**src/rtl/core_pkg.sv**
```systemverilog
// Core-wide shared definitions used by the data-memory path.
//
// XLEN                : machine word width.
// mem_write_control_t : bundle emitted by the data-memory address decode for
//                       non-RAM (MMIO) accesses.
//   addr   - byte address of the access
//   value  - write data (ignored for reads)
//   width  - access width encoding (0 byte, 1 half, 2 word)
//   enable - high for a write, low for a read-only lookup
package core_pkg;

   localparam int XLEN = 32;

   typedef struct packed {
      logic [XLEN-1:0] addr;
      logic [XLEN-1:0] value;
      logic [1:0]      width;
      logic            enable;
   } mem_write_control_t;

endpackage

```
**src/rtl/mmio_uart_tx_pkg.sv**
```systemverilog
// Shared definitions for the memory-mapped UART transmitter: register
// offsets within its window, STATUS bit positions, the transmit FSM state
// type and the baud counter reload helper.
package mmio_uart_tx_pkg;

   // Byte offsets of the registers from the block's base address.
   localparam logic [31:0] UART_TXDATA_OFF = 32'd0;
   localparam logic [31:0] UART_STATUS_OFF = 32'd4;
   localparam logic [31:0] UART_BAUD_OFF   = 32'd8;
   localparam logic [31:0] UART_IRQ_EN_OFF = 32'd12;

   // STATUS register bit positions.
   localparam int STATUS_FULL_BIT     = 0;
   localparam int STATUS_EMPTY_BIT    = 1;
   localparam int STATUS_BUSY_BIT     = 2;
   localparam int STATUS_OVERFLOW_BIT = 3;
   localparam int STATUS_COUNT_LSB    = 8;

   typedef enum logic [1:0] {
      UART_IDLE,
      UART_START,
      UART_DATA,
      UART_STOP
   } uart_tx_state_t;

   // A divider of zero is treated as one cycle per bit, so the counter
   // reload never underflows.
   function automatic logic [15:0] baud_reload(input logic [15:0] div);
      return (div == 16'd0) ? 16'd0 : div - 16'd1;
   endfunction

endpackage

```
**src/rtl/sync_fifo.sv**
```systemverilog
// Single-clock FIFO with occupancy count, shared by the UART TX path and
// intended for reuse by a later RX block.
//
// Ports:
//   clock, reset - core clock, synchronous active-high reset (empties FIFO)
//   push, din    - enqueue din; ignored while full
//   pop, dout    - dequeue; dout shows the head entry combinationally
//   full, empty  - occupancy flags
//   count        - number of stored entries, 0..depth
//
// depth must be a power of two >= 2 so the pointers wrap naturally.
module sync_fifo #(
   parameter int width = 8,
   parameter int depth = 16
) (
   input  logic                     clock,
   input  logic                     reset,
   input  logic                     push,
   input  logic [width-1:0]         din,
   input  logic                     pop,
   output logic [width-1:0]         dout,
   output logic                     full,
   output logic                     empty,
   output logic [$clog2(depth):0]   count
);

   localparam int addr_w = $clog2(depth);
   localparam logic [addr_w:0]   cnt_one  = (addr_w + 1)'(1);
   localparam logic [addr_w:0]   cnt_full = (addr_w + 1)'(depth);
   localparam logic [addr_w-1:0] ptr_one  = addr_w'(1);

   logic [width-1:0]  mem [depth];
   logic [addr_w-1:0] wr_ptr;
   logic [addr_w-1:0] rd_ptr;
   logic              do_push;
   logic              do_pop;

   assign full    = (count == cnt_full);
   assign empty   = (count == '0);
   assign do_push = push && !full;
   assign do_pop  = pop && !empty;
   assign dout    = mem[rd_ptr];

   // Storage is not reset; only the pointers and count define validity.
   always_ff @(posedge clock) begin
      if (do_push) begin
         mem[wr_ptr] <= din;
      end
   end

   // Pointer and occupancy bookkeeping; a simultaneous push and pop leaves
   // the count unchanged.
   always_ff @(posedge clock) begin
      if (reset) begin
         wr_ptr <= '0;
         rd_ptr <= '0;
         count  <= '0;
      end else begin
         if (do_push) begin
            wr_ptr <= wr_ptr + ptr_one;
         end
         if (do_pop) begin
            rd_ptr <= rd_ptr + ptr_one;
         end
         case ({do_push, do_pop})
            2'b10:   count <= count + cnt_one;
            2'b01:   count <= count - cnt_one;
            default: count <= count;
         endcase
      end
   end

endmodule

```
**src/rtl/mmio_uart_tx.sv**
```systemverilog
// Memory-mapped 8N1 UART transmitter on the data-memory MMIO path.
// Bytes written to TXDATA are queued in a FIFO and shifted out LSB first.
//
// Register window (byte offsets from base_addr):
//   +0  TXDATA   write enqueues value[7:0], reads 0
//   +4  STATUS   {count[15:8], overflow, busy, empty, full}; any write
//                clears the sticky overflow flag
//   +8  BAUD_DIV clock cycles per bit, bits[15:0]
//   +12 IRQ_EN   only when UART_TX_IRQ_EN is defined:
//                bit0 tx-empty enable, bit1 overflow enable
//
// Ports:
//   clock   - core clock
//   reset   - synchronous active-high reset
//   control - MMIO bundle from the address decode (addr, value, width, enable)
//   r_data  - combinational read data for control.addr
//   tx      - serial output, idle high
//   irq     - registered interrupt (only when UART_TX_IRQ_EN is defined)
//
// Optional feature macro: UART_TX_IRQ_EN.
module mmio_uart_tx
   import core_pkg::*;
   import mmio_uart_tx_pkg::*;
#(
   parameter logic [31:0] base_addr        = 32'h0001_0000,
   parameter int          fifo_depth       = 16,
   parameter int          default_baud_div = 434
) (
   input  logic               clock,
   input  logic               reset,
   input  mem_write_control_t control,
   output logic [XLEN-1:0]    r_data,
   output logic               tx
`ifdef UART_TX_IRQ_EN
   ,
   output logic               irq
`endif
);

   localparam int          cnt_w       = $clog2(fifo_depth) + 1;
   localparam logic [15:0] baud_reset  = 16'(default_baud_div);
   localparam logic [31:0] txdata_addr = base_addr + UART_TXDATA_OFF;
   localparam logic [31:0] status_addr = base_addr + UART_STATUS_OFF;
   localparam logic [31:0] baud_addr   = base_addr + UART_BAUD_OFF;
   localparam logic [31:0] irq_en_addr = base_addr + UART_IRQ_EN_OFF;

   logic             hit_txdata, hit_status, hit_baud, hit_irq_en;
   logic             wr_txdata, wr_status, wr_baud;
   logic [15:0]      baud_div;
   logic             overflow;
   logic             fifo_pop, fifo_full, fifo_empty;
   logic [7:0]       fifo_dout;
   logic [cnt_w-1:0] fifo_count;

   uart_tx_state_t   state, state_next;
   logic [15:0]      baud_cnt;
   logic [15:0]      baud_load;
   logic             baud_zero;
   logic [2:0]       bit_cnt;
   logic [7:0]       shift;
   logic             tx_next;
   logic             busy;
   logic             unused_bits;

   // Word-granular decode: the low two address bits and the access width
   // do not matter, any enabled write to a register hits it.
   assign hit_txdata = (control.addr[31:2] == txdata_addr[31:2]);
   assign hit_status = (control.addr[31:2] == status_addr[31:2]);
   assign hit_baud   = (control.addr[31:2] == baud_addr[31:2]);
   assign hit_irq_en = (control.addr[31:2] == irq_en_addr[31:2]);
   assign wr_txdata  = control.enable && hit_txdata;
   assign wr_status  = control.enable && hit_status;
   assign wr_baud    = control.enable && hit_baud;

   sync_fifo #(
      .width (8),
      .depth (fifo_depth)
   ) u_fifo (
      .clock (clock),
      .reset (reset),
      .push  (wr_txdata),
      .din   (control.value[7:0]),
      .pop   (fifo_pop),
      .dout  (fifo_dout),
      .full  (fifo_full),
      .empty (fifo_empty),
      .count (fifo_count)
   );

   // Software-visible registers. A write while full is dropped by the FIFO
   // and flagged here, even if the FSM pops on the same edge.
   always_ff @(posedge clock) begin
      if (reset) begin
         baud_div <= baud_reset;
         overflow <= 1'b0;
      end else begin
         if (wr_baud) begin
            baud_div <= control.value[15:0];
         end
         if (wr_status) begin
            overflow <= 1'b0;
         end else if (wr_txdata && fifo_full) begin
            overflow <= 1'b1;
         end
      end
   end

   assign baud_load = baud_reload(baud_div);
   assign baud_zero = (baud_cnt == 16'd0);

   // FSM state register. tx is registered from the decoded bit value, so the
   // line trails the state by one cycle but every bit keeps its full width.
   always_ff @(posedge clock) begin
      if (reset) begin
         state <= UART_IDLE;
         tx    <= 1'b1;
      end else begin
         state <= state_next;
         tx    <= tx_next;
      end
   end

   // FSM next-state logic. STOP chains straight into START when more data is
   // queued so back-to-back frames carry no idle gap.
   always_comb begin
      state_next = state;
      case (state)
         UART_IDLE:  if (!fifo_empty) state_next = UART_START;
         UART_START: if (baud_zero) state_next = UART_DATA;
         UART_DATA:  if (baud_zero && bit_cnt == 3'd7) state_next = UART_STOP;
         UART_STOP:  if (baud_zero) state_next = fifo_empty ? UART_IDLE : UART_START;
         default:    state_next = UART_IDLE;
      endcase
   end

   // FSM outputs: line level, FIFO pop and busy flag.
   always_comb begin
      tx_next  = 1'b1;
      fifo_pop = 1'b0;
      busy     = (state != UART_IDLE);
      case (state)
         UART_IDLE:  fifo_pop = !fifo_empty;
         UART_START: tx_next = 1'b0;
         UART_DATA:  tx_next = shift[0];
         UART_STOP:  fifo_pop = baud_zero && !fifo_empty;
         default:    tx_next = 1'b1;
      endcase
   end

   // Bit timing and shift datapath. The divider is sampled only on reload,
   // so a BAUD_DIV change mid-frame lets the current bit finish unchanged.
   always_ff @(posedge clock) begin
      if (reset) begin
         baud_cnt <= 16'd0;
         bit_cnt  <= 3'd0;
         shift    <= 8'd0;
      end else begin
         if (fifo_pop) begin
            shift    <= fifo_dout;
            bit_cnt  <= 3'd0;
            baud_cnt <= baud_load;
         end else if (state != UART_IDLE) begin
            if (baud_zero) begin
               baud_cnt <= baud_load;
               if (state == UART_DATA) begin
                  shift   <= shift >> 1;
                  bit_cnt <= bit_cnt + 3'd1;
               end
            end else begin
               baud_cnt <= baud_cnt - 16'd1;
            end
         end
      end
   end

`ifdef UART_TX_IRQ_EN
   logic [1:0] irq_en;
   logic       wr_irq_en;

   assign wr_irq_en = control.enable && hit_irq_en;

   // Interrupt enables and the registered interrupt line; software clears the
   // cause through the STATUS and IRQ_EN writes.
   always_ff @(posedge clock) begin
      if (reset) begin
         irq_en <= 2'b00;
         irq    <= 1'b0;
      end else begin
         if (wr_irq_en) begin
            irq_en <= control.value[1:0];
         end
         irq <= (irq_en[0] && fifo_empty && !busy) || (irq_en[1] && overflow);
      end
   end

   assign unused_bits = ^{control.addr[1:0], control.width, control.value[31:16]};
`else
   assign unused_bits = ^{control.addr[1:0], control.width, control.value[31:16], hit_irq_en};
`endif

   // Read mux; unmapped offsets and TXDATA read as zero.
   always_comb begin
      r_data = '0;
      if (hit_status) begin
         r_data[STATUS_FULL_BIT]                  = fifo_full;
         r_data[STATUS_EMPTY_BIT]                 = fifo_empty;
         r_data[STATUS_BUSY_BIT]                  = busy;
         r_data[STATUS_OVERFLOW_BIT]              = overflow;
         r_data[STATUS_COUNT_LSB +: cnt_w]        = fifo_count;
      end else if (hit_baud) begin
         r_data[15:0] = baud_div;
      end
`ifdef UART_TX_IRQ_EN
      else if (hit_irq_en) begin
         r_data[1:0] = irq_en;
      end
`endif
   end

endmodule

```
**config.mk**
```make
export PLATFORM = sky130hd
export DESIGN_NAME = mmio_uart_tx
export DESIGN_NICKNAME = d
export VERILOG_FILES = /design/src/rtl/core_pkg.sv /design/src/rtl/mmio_uart_tx_pkg.sv /design/src/rtl/sync_fifo.sv /design/src/rtl/mmio_uart_tx.sv
export SDC_FILE = /design/constraint.sdc
export NUM_CORES = 1
export LEC_CHECK = 0
export CORE_UTILIZATION = 50
export DETAILED_ROUTE_END_ITERATION = 7
export PLACE_DENSITY = 0.73
export SLEW_MARGIN = 10
export SYNTH_ARGS = -nofsm -noshare
export SYNTH_HDL_FRONTEND = slang
export SYNTH_SLANG_ARGS = --single-unit
```
**constraint.sdc**
```tcl
create_clock -name clock -period 3.3 [get_ports clock]
set_input_delay 0.33 -clock clock [delete_from_list [all_inputs] [get_ports clock]]
set_output_delay 0.33 -clock clock [all_outputs]
set_load 0.1 [all_outputs]
```
# Word-level counts from Yosys, hierarchy flattened
# Memories as Yosys holds them, arrays and structs flattened. A register that Yosys moved wholly into a read port is not among the register bits.
# Index checks and enable logic that the tools add are counted.
dict set report totals {
  register_bits 60
  mem_count 1
  in_bits 69
  latchBits 0
  mem_bits_ro 0
  output_inout_bits 33
  elab_cells 82
  ramBits 128
}
dict set report classes {
  div_mod_pow 0
  mul 0
  n_lt_le_gt_ge 0
  shifts 0
  reduce_logical 24
  n_eq_ne 14
  n_mux 26
  n_bitwise 0
  addsub 7
}
# name depth word_bits rd rd_ports_with_merged_regs write_ports line_no
set memory_table {}
lappend memory_table {u_fifo.mem 16 8 1 1 1 sync_fifo.sv:32} ;# logic [width-1:0] mem [depth];
# operator count
set ops {}
lappend ops {{30-bit by 15-bit == test with 1-bit output, second input constant} 3}
lappend ops {{16-bit two-way mux} 5}
lappend ops {{16-bit logical NOT} 2}
lappend ops {{8-bit two-way mux} 4}
lappend ops {{16-bit by 1-bit subtractor with 16-bit output, second input constant} 2}
lappend ops {{4-bit two-way mux} 4}
lappend ops {{5-bit case mux with 2 select lines} 1}
lappend ops {{2-bit nonzero test} 5}
lappend ops {{4-bit by 1-bit adder with 4-bit output, second input constant} 2}
lappend ops {{1-bit logical AND} 8}
lappend ops {{2-bit two-way mux} 4}
lappend ops {{2-bit inequality test, second input constant} 4}
lappend ops {{2-bit case mux with 4 select lines} 1}
lappend ops {{2-bit == test, second input constant} 3}
lappend ops {{3-bit AND reduction} 2}
lappend ops {{5-bit by 1-bit adder with 5-bit output, second input constant} 1}
lappend ops {{5-bit == test, second input constant} 1}
lappend ops {{5-bit logical NOT} 1}
lappend ops {{5-bit two-way mux} 1}
lappend ops {{5-bit by 1-bit subtractor with 5-bit output, second input constant} 1}
lappend ops {{2-bit by 1-bit == test with 1-bit output, second input constant} 2}
lappend ops {{1-bit case mux with 2 select lines} 2}
lappend ops {{4-bit AND reduction} 1}
lappend ops {{2-bit OR reduction} 2}
lappend ops {{6 further kinds} 9}

# Longest topological paths before layout
dict set report logic_depth {
  word_depth 7
  mapped_depth 16
  mapped_depth_nobuf 14
}

# Cells and area by module
# From an unflattened synthesis, not the netlist that was laid out.
dict set report unflattened {
  cells_unflattened 678
  area_unflattened_um2 9086.2
}
# module seq_area_each_um2 n_inst area_per_inst_um2 cells_each
set by_module_without_submodules {}
lappend by_module_without_submodules {sync_fifo 4184.0 1 5974.5 305}
lappend by_module_without_submodules {mmio_uart_tx 940.9 1 3111.7 373}

# Worst setup path after synthesis
# OpenSTA, ideal clock, no wires.
dict set report synth_timing {
  kind {register to register}
  startpoint {register u_fifo.count[1]}
  endpoint {register u_fifo.count[4]}
  period_less_slack_ns 3.404
  stages_incl_launch_ff 16
  setup_time_ns 0.121
  path_buffers 3
  setup_slack_ns -0.104
  arrival_time_ns 3.284
  t_required_ns 3.179
  cell_sequence {dfxtp_1 > clkbuf_1 > nor4_1 > a21oi_1 > o21ai_1 > buf_2 > clkinv_1 > ha_1 > clkbuf_1 > xor2_1 > ha_1 > nand2_1 > o21ai_0 > o311ai_0 > a41oi_1 > mux2_2}
}
dict set report synth_via {
  elab_chain_len 7
  word_cells_on_any_way 14
  classes_between {add/sub (2); eq/ne (3); mux (2); reduce/logical (7)}
}
# item line_no
set synth_rtl {}
lappend synth_rtl {{from (decl)} sync_fifo.sv:24} ;# output logic [$clog2(depth):0] count
lappend synth_rtl {{from (signal assigned)} sync_fifo.sv:66} ;# 2'b10: count <= count + cnt_one;
lappend synth_rtl {{from (signal assigned)} sync_fifo.sv:67} ;# 2'b01: count <= count - cnt_one;
lappend synth_rtl {{from (signal assigned)} sync_fifo.sv:68} ;# default: count <= count;
lappend synth_rtl {{5-bit logical NOT (*)} sync_fifo.sv:39} ;# assign empty = (count == '0);
lappend synth_rtl {{1-bit logical NOT (*)} {sync_fifo.sv:41, mmio_uart_tx.sv:142, mmio_uart_tx.sv:145}}
lappend synth_rtl {{1-bit logical AND} mmio_uart_tx.sv:145} ;# UART_STOP: fifo_pop = baud_zero && !fifo_empty;
lappend synth_rtl {{1-bit case mux with 2 select lines} mmio_uart_tx.sv:141} ;# case (state)
lappend synth_rtl {{1-bit logical AND (*)} sync_fifo.sv:41} ;# assign do_pop = pop && !empty;
lappend synth_rtl {{net u_fifo.do_pop} sync_fifo.sv:36} ;# logic do_pop;
lappend synth_rtl {{2-bit by 1-bit == test with 1-bit output or 2-bit == test (tied branches)} sync_fifo.sv:65} ;# case ({do_push, do_pop})
lappend synth_rtl {{5-bit case mux with 2 select lines or 2-bit nonzero test (tied branches)} -}
# The timed path passes the listed nets; every way through them passes the cells marked *.
# A chain may end at the register's enable or synchronous reset.

# Worst setup path after layout
dict set report layout_timing {
  startpoint {register state[0]}
  endpoint {register u_fifo.count[4]}
}
dict set report layout_via {
  elab_chain_len 5
  word_cells_on_any_way 8
  classes_between {eq/ne (3); mux (2); reduce/logical (3)}
}
# item line_no
set layout_rtl {}
lappend layout_rtl {{from (decl)} mmio_uart_tx.sv:55} ;# uart_tx_state_t state, state_next;
lappend layout_rtl {{from (signal assigned)} mmio_uart_tx.sv:118} ;# state <= state_next;
lappend layout_rtl {{2-bit == test or 2-bit logical NOT (tied branches)} mmio_uart_tx.sv:141}
lappend layout_rtl {{1-bit case mux with 2 select lines (*)} mmio_uart_tx.sv:141}
lappend layout_rtl {{1-bit logical AND (*)} sync_fifo.sv:41}
lappend layout_rtl {{net u_fifo.do_pop} sync_fifo.sv:36}
lappend layout_rtl {{2-bit by 1-bit == test with 1-bit output or 2-bit == test (tied branches)} sync_fifo.sv:65}
lappend layout_rtl {{5-bit case mux with 2 select lines or 2-bit nonzero test (tied branches)} -}
# Marked as above.

==> flow_summary.toml <==
[outcome]
status = "finished, final reports clean"

[worst_setup_path]
r2r.worst_path.cells = 13
cp.arrival_ns = 3.46
worst-setup-path-type = "reg -> reg"
crit_path_end_kind = "flop"
worst_ep_required_time_ns = 3.62
critPathLaunchType = "flop"
cp_max_fo = 5
worstReg2RegEnd = "u_fifo.count[4]$_SDFFE_PP0P_"
rrSetupSlack_ns = 0.16
r2r_start = "state[0]$_SDFFE_PP0P_"

[global_route]
grt_pass1_vias = 5839
grt_max_degree = 61
grt_usage_pct = 23.47
grt_overflow_total = 0
antenna_found_initial = 0
grt_pass1_wl_um = 31610

[die]
initial_core_util_pct = 51.05
rows = 48
pin_count = 102
die_x_um = 134.7
fp.dieH_um = 134.7
die_area_mm2 = 0.01813
core_mm2 = 0.01724

[sta]
timing.final.crit_period_ns = 3.145
rsz0062_at_grt = "false"
worstMarginPinSlew_ns = 1.069
setup_ws_ns = 0.1552
finalHoldViolCount = 0
final_max_slew_viol_count = 0
skew_ns = 0.01552
finalSetupViolCount = 0
max_freq_ghz = 0.3180
post-route-period-util_pct = 95.30
relSlewSlack_pct = 28.47

[synthesis]
yosysWarnings = 0
ys_seq_area_share_pct = 58.25
syn_avg_cell_area_um2 = 13.17
synth-edff-count = 128
synth-seq-cells = 192
synthCells = 668
synth_top_cell_area_share_pct = 43.69
synth_cell_types = 64
ys_top_cells_by_area = "edfxtp_1 (44%), dfxtp_1 (15%), mux4_2 (10%)"
synth_top_area_cell = "edfxtp_1"
syn_area_mm2 = 0.008798
async_reset_ff_share_pct = 0
ys.flop_type = "edfxtp_1"

[final_layout]
nNetsFinal = 838
stdcell_count = 991
final_cell_mix = "edfxtp_1 (128), nor2_1 (75), dfxtp_1 (63)"
area_growth_pct = 20.34
antenna_cells = 0
final_layout_size_suffix_gt1_share_pct = 19.32
fillers = 1248
final_common_cell = "edfxtp_1"

[detailed_routing]
first_pass_iters = 5
drt_first_iter_violations = 356
met1_length_um = 7838
vias = 5850
avgRoutedWirePerCell_um = 20.10
met3WireLength_um = 965
maxUsedRoutingLayer = "met4"
ant_nets = 0
drc = 0
routed_wirelength_um = 19920
via_per_inst = 5.903
wl_met2_um = 10720

[power]
max-vdd-ir-drop_mv = 0.7291
clock_power_share_pct = 28.7
p_leak_nw = 3.535
p_switching_mw = 2.551
p_per_area_mw_per_mm2 = 682.4
finalPower_mw = 7.225
switching_share_pct = 35.31
p_int_mw = 4.674
pwr-share-comb_pct = 31.7
seq_power_share_pct = 39.6

[clocking]
cts_tree = "built"
htreeDepth = 4
cts_root_buf = "clkbuf_16"
clk_path_buf_depth = 2
clkLatencyLatePin_ns = 0.44
cts_buffers = 17
cts_hold_buf = 0
path_clk_slew_ns = 0.08
clkSinkCount = 192

[min_path]
min_from = "reset"
min_path_cells = 2
hold_path_class = "in -> reg"
min_to = "u_fifo.count[0]$_SDFFE_PP0P_"

[place]
gp_congestion = 0.8416
pre_cts_ws_ns = -0.1317
portBuffers = 65
dp.cells = 959
dp_hpwl_um = 13850

[job]
cap_violations = 0
==> repair_timing <==
action                                  4_1_cts  5_1_grt
gates resized for setup                       0        4
setup buffers                                 0        0
endpoints found under the setup margin        0        1
==> power by group through the flow <==
stage                     clock, mW  sequential, mW  combinational (mW)
after floorplan                   0            2.86                1.67
after global placement            0            2.91                2.17
after detailed placement          0            2.92                2.25
after CTS                      2.10            2.87                2.26
after global routing           2.19            2.88                2.50
final                          2.07            2.86                2.29
==> cells by family (layout without fill, tap and decap cells) <==
logic type      count (synthesis)  count (layout)  share of synthesized area [%]
simple gates                  202             202                          12.29
flops                         192             192                          58.25
compound gates                100             100                          7.907
buf+inv                        72             155                          4.138
mux                            65              65                          13.11
xor+xnor                       20              20                          1.991
fa+ha+maj                      16              16                          2.275
other cells                     1              16                        0.04262
==> sequential cells by signal (all words and copies together) (netlist names), named ones only <==
name / cells
state: 2
u_fifo.wr_ptr: 4
baud_div: 16
baud_cnt: 16
bit_cnt: 3
u_fifo.rd_ptr: 4
u_fifo.mem: 128
shift: 8
u_fifo.count: 5
overflow: 1
tx: 1
==> cell type report <==
cell class | instances | area [um2] | area share [%]
Tap cell | 225 | 281.5 | 2.659
Multi-Input combinational cell | 419 | 3388 | 32.00
Timing Repair Buffer | 105 | 1119 | 10.56
Clock buffer | 17 | 425.4 | 4.018
Clock inverter | 15 | 178.9 | 1.690
Inverter | 18 | 68.82 | 0.6500
Sequential cell | 192 | 5126 | 48.42
==> worst max path at each step <==
stage                             start                           end  slack, ns  cells past startpoint
6_report          state[0]$_SDFFE_PP0P_  u_fifo.count[4]$_SDFFE_PP0P_       0.16                     13
5_1_grt        baud_cnt[0]$_SDFFE_PP0P_  u_fifo.count[4]$_SDFFE_PP0P_       0.04                     14
4_1_cts        baud_cnt[0]$_SDFFE_PP0P_  u_fifo.count[4]$_SDFFE_PP0P_       0.11                     14
3_5_place_dp                control[49]  u_fifo.count[4]$_SDFFE_PP0P_      -0.13                     13
3_3_place_gp                control[49]  u_fifo.count[4]$_SDFFE_PP0P_     -0.004                     13
2_1_floorplan               control[49]  u_fifo.count[4]$_SDFFE_PP0P_       0.01                     14
==> layer usage <==
layer	vias to the layer above	global-route usage [%]
li1	2699	-
met4	0	8.926
met2	189	42.07
met5	-	0
met1	2926	27.97
met3	36	4.354
==> Yosys cell counts, types with 4 or more instances <==
| cell | instances |
|---|---|
| a221oi_1 | 4 |
| buf_2 | 9 |
| mux4_2 | 40 |
| mux2i_1 | 23 |
| a211o_1 | 7 |
| buf_1 | 5 |
| ha_1 | 16 |
| and2_1 | 8 |
| nand4_1 | 4 |
| nor2_1 | 75 |
| nand3_1 | 8 |
| a31oi_1 | 4 |
| dfxtp_1 | 64 |
| nor4_1 | 15 |
| a211oi_1 | 14 |
| nor2b_1 | 5 |
| o31ai_1 | 5 |
| xnor2_1 | 7 |
| xor2_1 | 13 |
| nand2b_1 | 7 |
| a22oi_1 | 5 |
| a21oi_1 | 21 |
| nor3_1 | 23 |
| edfxtp_1 | 128 |
| nand2_1 | 29 |
| inv_1 | 17 |
| a22o_1 | 9 |
| o21ai_0 | 17 |
| buf_4 | 16 |
| clkbuf_1 | 21 |
==> worst max-delay path: stages, from the launching register on <==
cell,delay (ns)
dfxtp_1,0.42
inv_1,0.13
ha_1,0.39
a21oi_1,0.31
o21ai_2,0.13
clkinv_2,0.10
ha_1,0.24
xor2_1,0.19
ha_1,0.19
nand2_1,0.07
o21ai_0,0.17
o311ai_1,0.10
a41oi_1,0.22
mux2_2,0.38
==> stage by stage <==
stage | TNS [ns] | utilization, % | hold WS [ns] | cell area, um2
floorplan | 0 | - | 0.4266 | 8862
global placement | -0.004018 | 57.83 | 0.4801 | 9967
detailed placement | -0.2233 | 57.83 | 0.4891 | 9967
CTS | 0 | 61.33 | 0.2024 | 10570
global route | 0 | 61.43 | 0.2085 | 10590
finish | 0 | 61.43 | 0.2208 | 10590
Note: power is estimated with default switching activity, not from simulation.
